**src/rtl/adc_spi_reader.sv**
```systemverilog
// SPI read-frame engine for an AD7476-style serial ADC, started by a one-cycle trigger.
// Optional `ADC_LEADING_ZERO_CHECK_EN adds o_adc_err, which flags nonzero leading frame bits.
//
// state | meaning
// IDLE  | waiting for trigger, cs_n high, sclk high
// SETUP | cs_n low, sclk high, D cycles before the first falling edge
// LOW   | sclk low for D cycles, data sampled on the rising edge that ends it
// HIGH  | sclk high for D cycles, the last bit raises cs_n
// QUIET | cs_n high for D cycles, then publish the result
module adc_spi_reader #(
    parameter int NB_DATA  = 12,
    parameter int NB_FRAME = 16,
    parameter int NB_DIV   = 8
) (
    input  logic               clk,
    input  logic               i_rst,
    input  logic               i_adc_trigger,
    input  logic [NB_DIV-1:0]  i_clk_div,
    input  logic               i_adc_sdata,
    output logic               o_adc_cs_n,
    output logic               o_adc_sclk,
    output logic [NB_DATA-1:0] o_adc_val,
    output logic               o_adc_done,
    output logic               o_adc_valid,
    output logic               o_trig_overrun
`ifdef ADC_LEADING_ZERO_CHECK_EN
    ,
    output logic               o_adc_err
`endif
);

    localparam int NB_BCNT = $clog2(NB_FRAME) + 1;
`ifdef ADC_LEADING_ZERO_CHECK_EN
    localparam int SH_W = NB_FRAME;
`else
    // Leading bits are simply shifted out, so only the result bits are kept.
    localparam int SH_W = NB_DATA;
`endif

    typedef enum logic [2:0] {IDLE, SETUP, LOW, HIGH, QUIET} state_t;

    state_t              state_q, state_d;
    logic [NB_DIV-1:0]   div_q, div_d;
    logic [NB_DIV-1:0]   cnt_q, cnt_d;
    logic [NB_BCNT-1:0]  bit_q, bit_d;
    logic [SH_W-1:0]     shift_q, shift_d;
    logic                cs_n_q, cs_n_d;
    logic                sclk_q, sclk_d;
    logic [NB_DATA-1:0]  val_q, val_d;
    logic                done_q, done_d;
    logic                valid_q, valid_d;
    logic                ovr_q, ovr_d;
    logic [NB_DIV-1:0]   div_eff;
    logic                tc;
`ifdef ADC_LEADING_ZERO_CHECK_EN
    logic                err_q, err_d;
`endif

    always_comb begin
        state_d = state_q;
        div_d   = div_q;
        cnt_d   = cnt_q;
        bit_d   = bit_q;
        shift_d = shift_q;
        cs_n_d  = cs_n_q;
        sclk_d  = sclk_q;
        val_d   = val_q;
        done_d  = done_q;
        valid_d = 1'b0;
        ovr_d   = ovr_q;
`ifdef ADC_LEADING_ZERO_CHECK_EN
        err_d   = err_q;
`endif
        div_eff = (i_clk_div == '0) ? NB_DIV'(1) : i_clk_div;
        tc      = (cnt_q == '0);

        // Every busy state lasts div_q cycles; the counter reloads on terminal count.
        if (state_q != IDLE) begin
            if (i_adc_trigger) begin
                ovr_d = 1'b1;
            end
            if (tc) begin
                cnt_d = div_q - NB_DIV'(1);
            end else begin
                cnt_d = cnt_q - NB_DIV'(1);
            end
        end

        case (state_q)
            IDLE: begin
                if (i_adc_trigger) begin
                    div_d   = div_eff;
                    cnt_d   = div_eff - NB_DIV'(1);
                    done_d  = 1'b0;
                    cs_n_d  = 1'b0;
                    state_d = SETUP;
                end
            end
            SETUP: begin
                if (tc) begin
                    sclk_d  = 1'b0;
                    bit_d   = '0;
                    state_d = LOW;
                end
            end
            LOW: begin
                if (tc) begin
                    sclk_d  = 1'b1;
                    shift_d = {shift_q[SH_W-2:0], i_adc_sdata};
                    state_d = HIGH;
                end
            end
            HIGH: begin
                if (tc) begin
                    if (bit_q == NB_BCNT'(NB_FRAME - 1)) begin
                        cs_n_d  = 1'b1;
                        state_d = QUIET;
                    end else begin
                        sclk_d  = 1'b0;
                        bit_d   = bit_q + NB_BCNT'(1);
                        state_d = LOW;
                    end
                end
            end
            QUIET: begin
                if (tc) begin
                    val_d   = shift_q[NB_DATA-1:0];
`ifdef ADC_LEADING_ZERO_CHECK_EN
                    err_d   = |shift_q[NB_FRAME-1:NB_DATA];
`endif
                    done_d  = 1'b1;
                    valid_d = 1'b1;
                    state_d = IDLE;
                end
            end
            default: begin
                cs_n_d  = 1'b1;
                sclk_d  = 1'b1;
                done_d  = 1'b1;
                state_d = IDLE;
            end
        endcase
    end

    always_ff @(posedge clk) begin
        if (i_rst) begin
            state_q <= IDLE;
            div_q   <= NB_DIV'(1);
            cnt_q   <= '0;
            bit_q   <= '0;
            shift_q <= '0;
            cs_n_q  <= 1'b1;
            sclk_q  <= 1'b1;
            val_q   <= '0;
            done_q  <= 1'b1;
            valid_q <= 1'b0;
            ovr_q   <= 1'b0;
`ifdef ADC_LEADING_ZERO_CHECK_EN
            err_q   <= 1'b0;
`endif
        end else begin
            state_q <= state_d;
            div_q   <= div_d;
            cnt_q   <= cnt_d;
            bit_q   <= bit_d;
            shift_q <= shift_d;
            cs_n_q  <= cs_n_d;
            sclk_q  <= sclk_d;
            val_q   <= val_d;
            done_q  <= done_d;
            valid_q <= valid_d;
            ovr_q   <= ovr_d;
`ifdef ADC_LEADING_ZERO_CHECK_EN
            err_q   <= err_d;
`endif
        end
    end

    assign o_adc_cs_n     = cs_n_q;
    assign o_adc_sclk     = sclk_q;
    assign o_adc_val      = val_q;
    assign o_adc_done     = done_q;
    assign o_adc_valid    = valid_q;
    assign o_trig_overrun = ovr_q;
`ifdef ADC_LEADING_ZERO_CHECK_EN
    assign o_adc_err      = err_q;
`endif

endmodule

```
**config.mk**
```make
export PLATFORM = sky130hd
export DESIGN_NAME = adc_spi_reader
export DESIGN_NICKNAME = d
export VERILOG_FILES = /design/src/rtl/adc_spi_reader.sv
export SDC_FILE = /design/constraint.sdc
export NUM_CORES = 1
export LEC_CHECK = 0
export ABC_AREA = 1
export BUFFER_PORTS_ARGS = -buffer_cell sky130_fd_sc_hd__buf_2
export CAP_MARGIN = 0
export CORE_MARGIN = 3
export CORE_UTILIZATION = 62
export DETAILED_ROUTE_END_ITERATION = 10
export HOLD_SLACK_MARGIN = 0.15
export PLACE_DENSITY_LB_ADDON = 0.3
export SETUP_SLACK_MARGIN = 0.4
export SYNTH_ARGS = -nofsm -noshare
export SYNTH_HDL_FRONTEND = slang
export SYNTH_SLANG_ARGS = --single-unit
```
**constraint.sdc**
```tcl
create_clock -name clk -period 4.8 [get_ports clk]
set_input_delay 0.48 -clock clk [delete_from_list [all_inputs] [get_ports clk]]
set_output_delay 0.48 -clock clk [all_outputs]
set_load 0.03 [all_outputs]
```
==> flow_summary_export.csv <==
group,metric,value,unit
power_and_ir_drop,share_seq_of_total_power,37.6,%
timing,rsz0062_at_grt,"false",
die,row_count,22,
power_and_ir_drop,p_leak,1.24,nW
timing,finClkSkew,7.81,ps
logic_synthesis,synth-main-ff-cell,"dfxtp_1",
drt,wl,5260,um
logic_synthesis,synth-edff-count,0,
die,io_pins,29,
power_and_ir_drop,power_density,587,mW/mm2
setup_path,worstSetupEndpointType,"flip-flop",
die,die_x,68.7,um
clock_network,cts-root-buf,"clkbuf_8",
placed_design,io_buffers,28,
drt,firstDrtPassIters,5,
logic_synthesis,synth.most_common_cell,"nor2_1",
drt,drtIter0Drc,183,
logic_synthesis,synthTopCellsByArea,"dfxtp_1, nor2_1, o21ai_0, nand2_1, inv_1",
logic_synthesis,syn_inst,330,
clock_network,worstSkewPairLatency,300,ps
drt,vias_per_cell,5.54,
clock_network,post_cts_buffers,0,
timing,timing.fmax,0.534,GHz
logic_synthesis,netlist.area_leader.share,43.5,%
setup_path,path_class,"reg -> reg",
logic_synthesis,synth-seq-area-share,43.5,%
global_route,grt_pass1_wl,8780,um
power_and_ir_drop,p_sw_share,42.8,%
timing,max-slew-margin-rel,34.2,%
logic_synthesis,yosysTopAreaCell,"dfxtp_1",
worst_hold_path,hold_class,"in -> reg",
logic_synthesis,ys_types,34,
timing,drv_slew,0,
clock_network,clockBufferDepth,2,
clock_network,htreeDepth,2,
timing,finalHoldViolations,0,
cells_and_area,design_area,0.00270,mm2
timing,min_period,1870,ps
power_and_ir_drop,vdd_ir_drop_max,0.284,mV
run,cap_violations,0,
die,core,0.00372,mm2
cells_and_area,finish.utilization,72.5,%
clock_network,cts_buffers,5,
timing,finalCritPeriodShare,39.0,%
clock_network,hold_buffers,0,
global_route,antenna_found_initial,0,
placed_design,gp_congestion,0.902,
drt,drc,0,
cells_and_area,area_growth,10.6,%
logic_synthesis,async_flop_share,0,%
drt,wl_per_cell,13.0,um
power_and_ir_drop,p_sw,678,uW
global_route,grt_usage,24.5,%
die,dieArea,0.00472,mm2
logic_synthesis,synthTopCellsByCount,"nor2_1, dfxtp_1, o21ai_0, nand2_1, inv_1",
global_route,grt-ovfl-total,0,
timing,setup_viol,0,
logic_synthesis,syn-cell-area,0.00244,mm2
power_and_ir_drop,comb_power_share,43.2,%
clock_network,numClockSinks,53,
logic_synthesis,ys_warn_count,0,
logic_synthesis,syn_nets,346,
placed_design,dp.cells,395,
placed_design,dp_hpwl,3730,um
drt,num_vias,2232,
cells_and_area,fill_cells,335,
setup_path,crit_arrival,2060,ps
clock_network,cts_tree,"built",
die,die_y,68.7,um
cells_and_area,final_cells,403,
setup_path,critPathRequiredTime,4980,ps
drt,ant_nets,0,
logic_synthesis,synth_seq_cells,53,
power_and_ir_drop,clkPwrFrac,19.2,%
placed_design,place_area,0.00258,mm2
die,initial_core_util,65.6,%
timing,tns,0,ps
clock_network,post_cts_resized,0,
cells_and_area,drive_gt1_share,16.3,%
cells_and_area,fin_nets,370,
timing,worstMarginPinSlew,986,ps
setup_path,critPathMaxFanout,13,
global_route,grt_max_degree,40,
cells_and_area,antenna_cells,0,
global_route,grt_pass1_vias,2025,
power_and_ir_drop,power.internal,906,uW
setup_path,start_kind,"flip-flop",
logic_synthesis,syn_avg_cell_area,7.39,um2
clock_network,clkTransAtPathRegs,100,ps
outcome,outcome,"finished clean",
==> placed cells by master, fill, tap and decap left out, types with 6 or more instances in the layout <==
| cell type | n |
|---|---|
| nor2_4 | 6 |
| buf_2 | 28 |
| a21oi_1 | 19 |
| o21ai_0 | 35 |
| nand4_1 | 6 |
| nor2_1 | 81 |
| nand2_1 | 32 |
| nand3_1 | 12 |
| dfxtp_1 | 53 |
| inv_1 | 27 |
==> sequential cells by signal, indices dropped and copies added, names as in the netlist <==
name            count
bit_q               5
o_trig_overrun      1
div_q               8
state_q             3
cnt_q               8
o_adc_sclk          1
shift_q            12
o_adc_done          1
o_adc_cs_n          1
o_adc_val          12
o_adc_valid         1
==> worst max-delay path, stage by stage (launching register included) <==
cell,delay [ps]
dfxtp_1,360
nor2_1,140
nand2_2,80
nor2_4,330
a21oi_1,200
ha_1,250
nand2_1,90
inv_2,60
nand2_1,50
o21bai_1,60
nand3_1,70
a21oi_1,60
==> cell type report <==
class	instances	area, um2	share of cell area (%)
multi-input combinational	234	1200	44.5
inverter	32	123	4.55
clock inverter	2	38.8	1.44
timing repair buffer	28	140	5.20
tap	48	60.1	2.23
sequential	53	1060	39.4
clock buffer	6	72.6	2.69
==> final timing paths <==
| path | from | endpoint | slack [ps] | depth (start not counted) |
|---|---|---|---|---|
| min reg2reg | o_adc_sclk | o_adc_sclk | 470 | 2 |
| max reg2reg | cnt_q[3] | cnt_q[6] | 2930 | 11 |
| max | cnt_q[3] | cnt_q[6] | 2930 | 11 |
| min | i_adc_sdata | shift_q[0] | 440 | 3 |
==> through the flow <==
| stage | setup slack [ps] | power, mW | hold slack, ps |
|---|---|---|---|
| 2_1_floorplan | 3030 | 1.15 | 436 |
| 3_3_place_gp | 2840 | 1.26 | 438 |
| 3_5_place_dp | 2770 | 1.28 | 450 |
| 4_1_cts | 2940 | 1.58 | 436 |
| 5_1_grt | 2680 | 1.70 | 472 |
| 6_report | 2930 | 1.58 | 436 |
==> metal layers <==
metal	vias up	GRT usage (%)	wire (um)
li1	1131	-	-
met1	1029	32.8	2430
met2	65	39.3	2470
met3	7	5.35	302
met4	0	7.54	53
met5	-	0	0
==> cell families after synthesis <==
kind of cell / count (synthesis) / share of synthesized area (%)
flops: 53 / 43.5
simple gates: 147 / 27.1
buf+inv: 43 / 7.24
fa+ha+maj: 4 / 2.05
compound gates: 78 / 18.3
xor+xnor: 5 / 1.80
==> power by group through the flow <==
stage / registers (mW) / clock network [mW] / logic (mW)
floorplan: 0.615 / 0 / 0.536
global placement: 0.601 / 0 / 0.654
detailed placement: 0.603 / 0 / 0.672
CTS: 0.594 / 0.305 / 0.678
global route: 0.607 / 0.321 / 0.776
finish: 0.596 / 0.304 / 0.683
No activity file was read; power rests on OpenSTA's default activity.
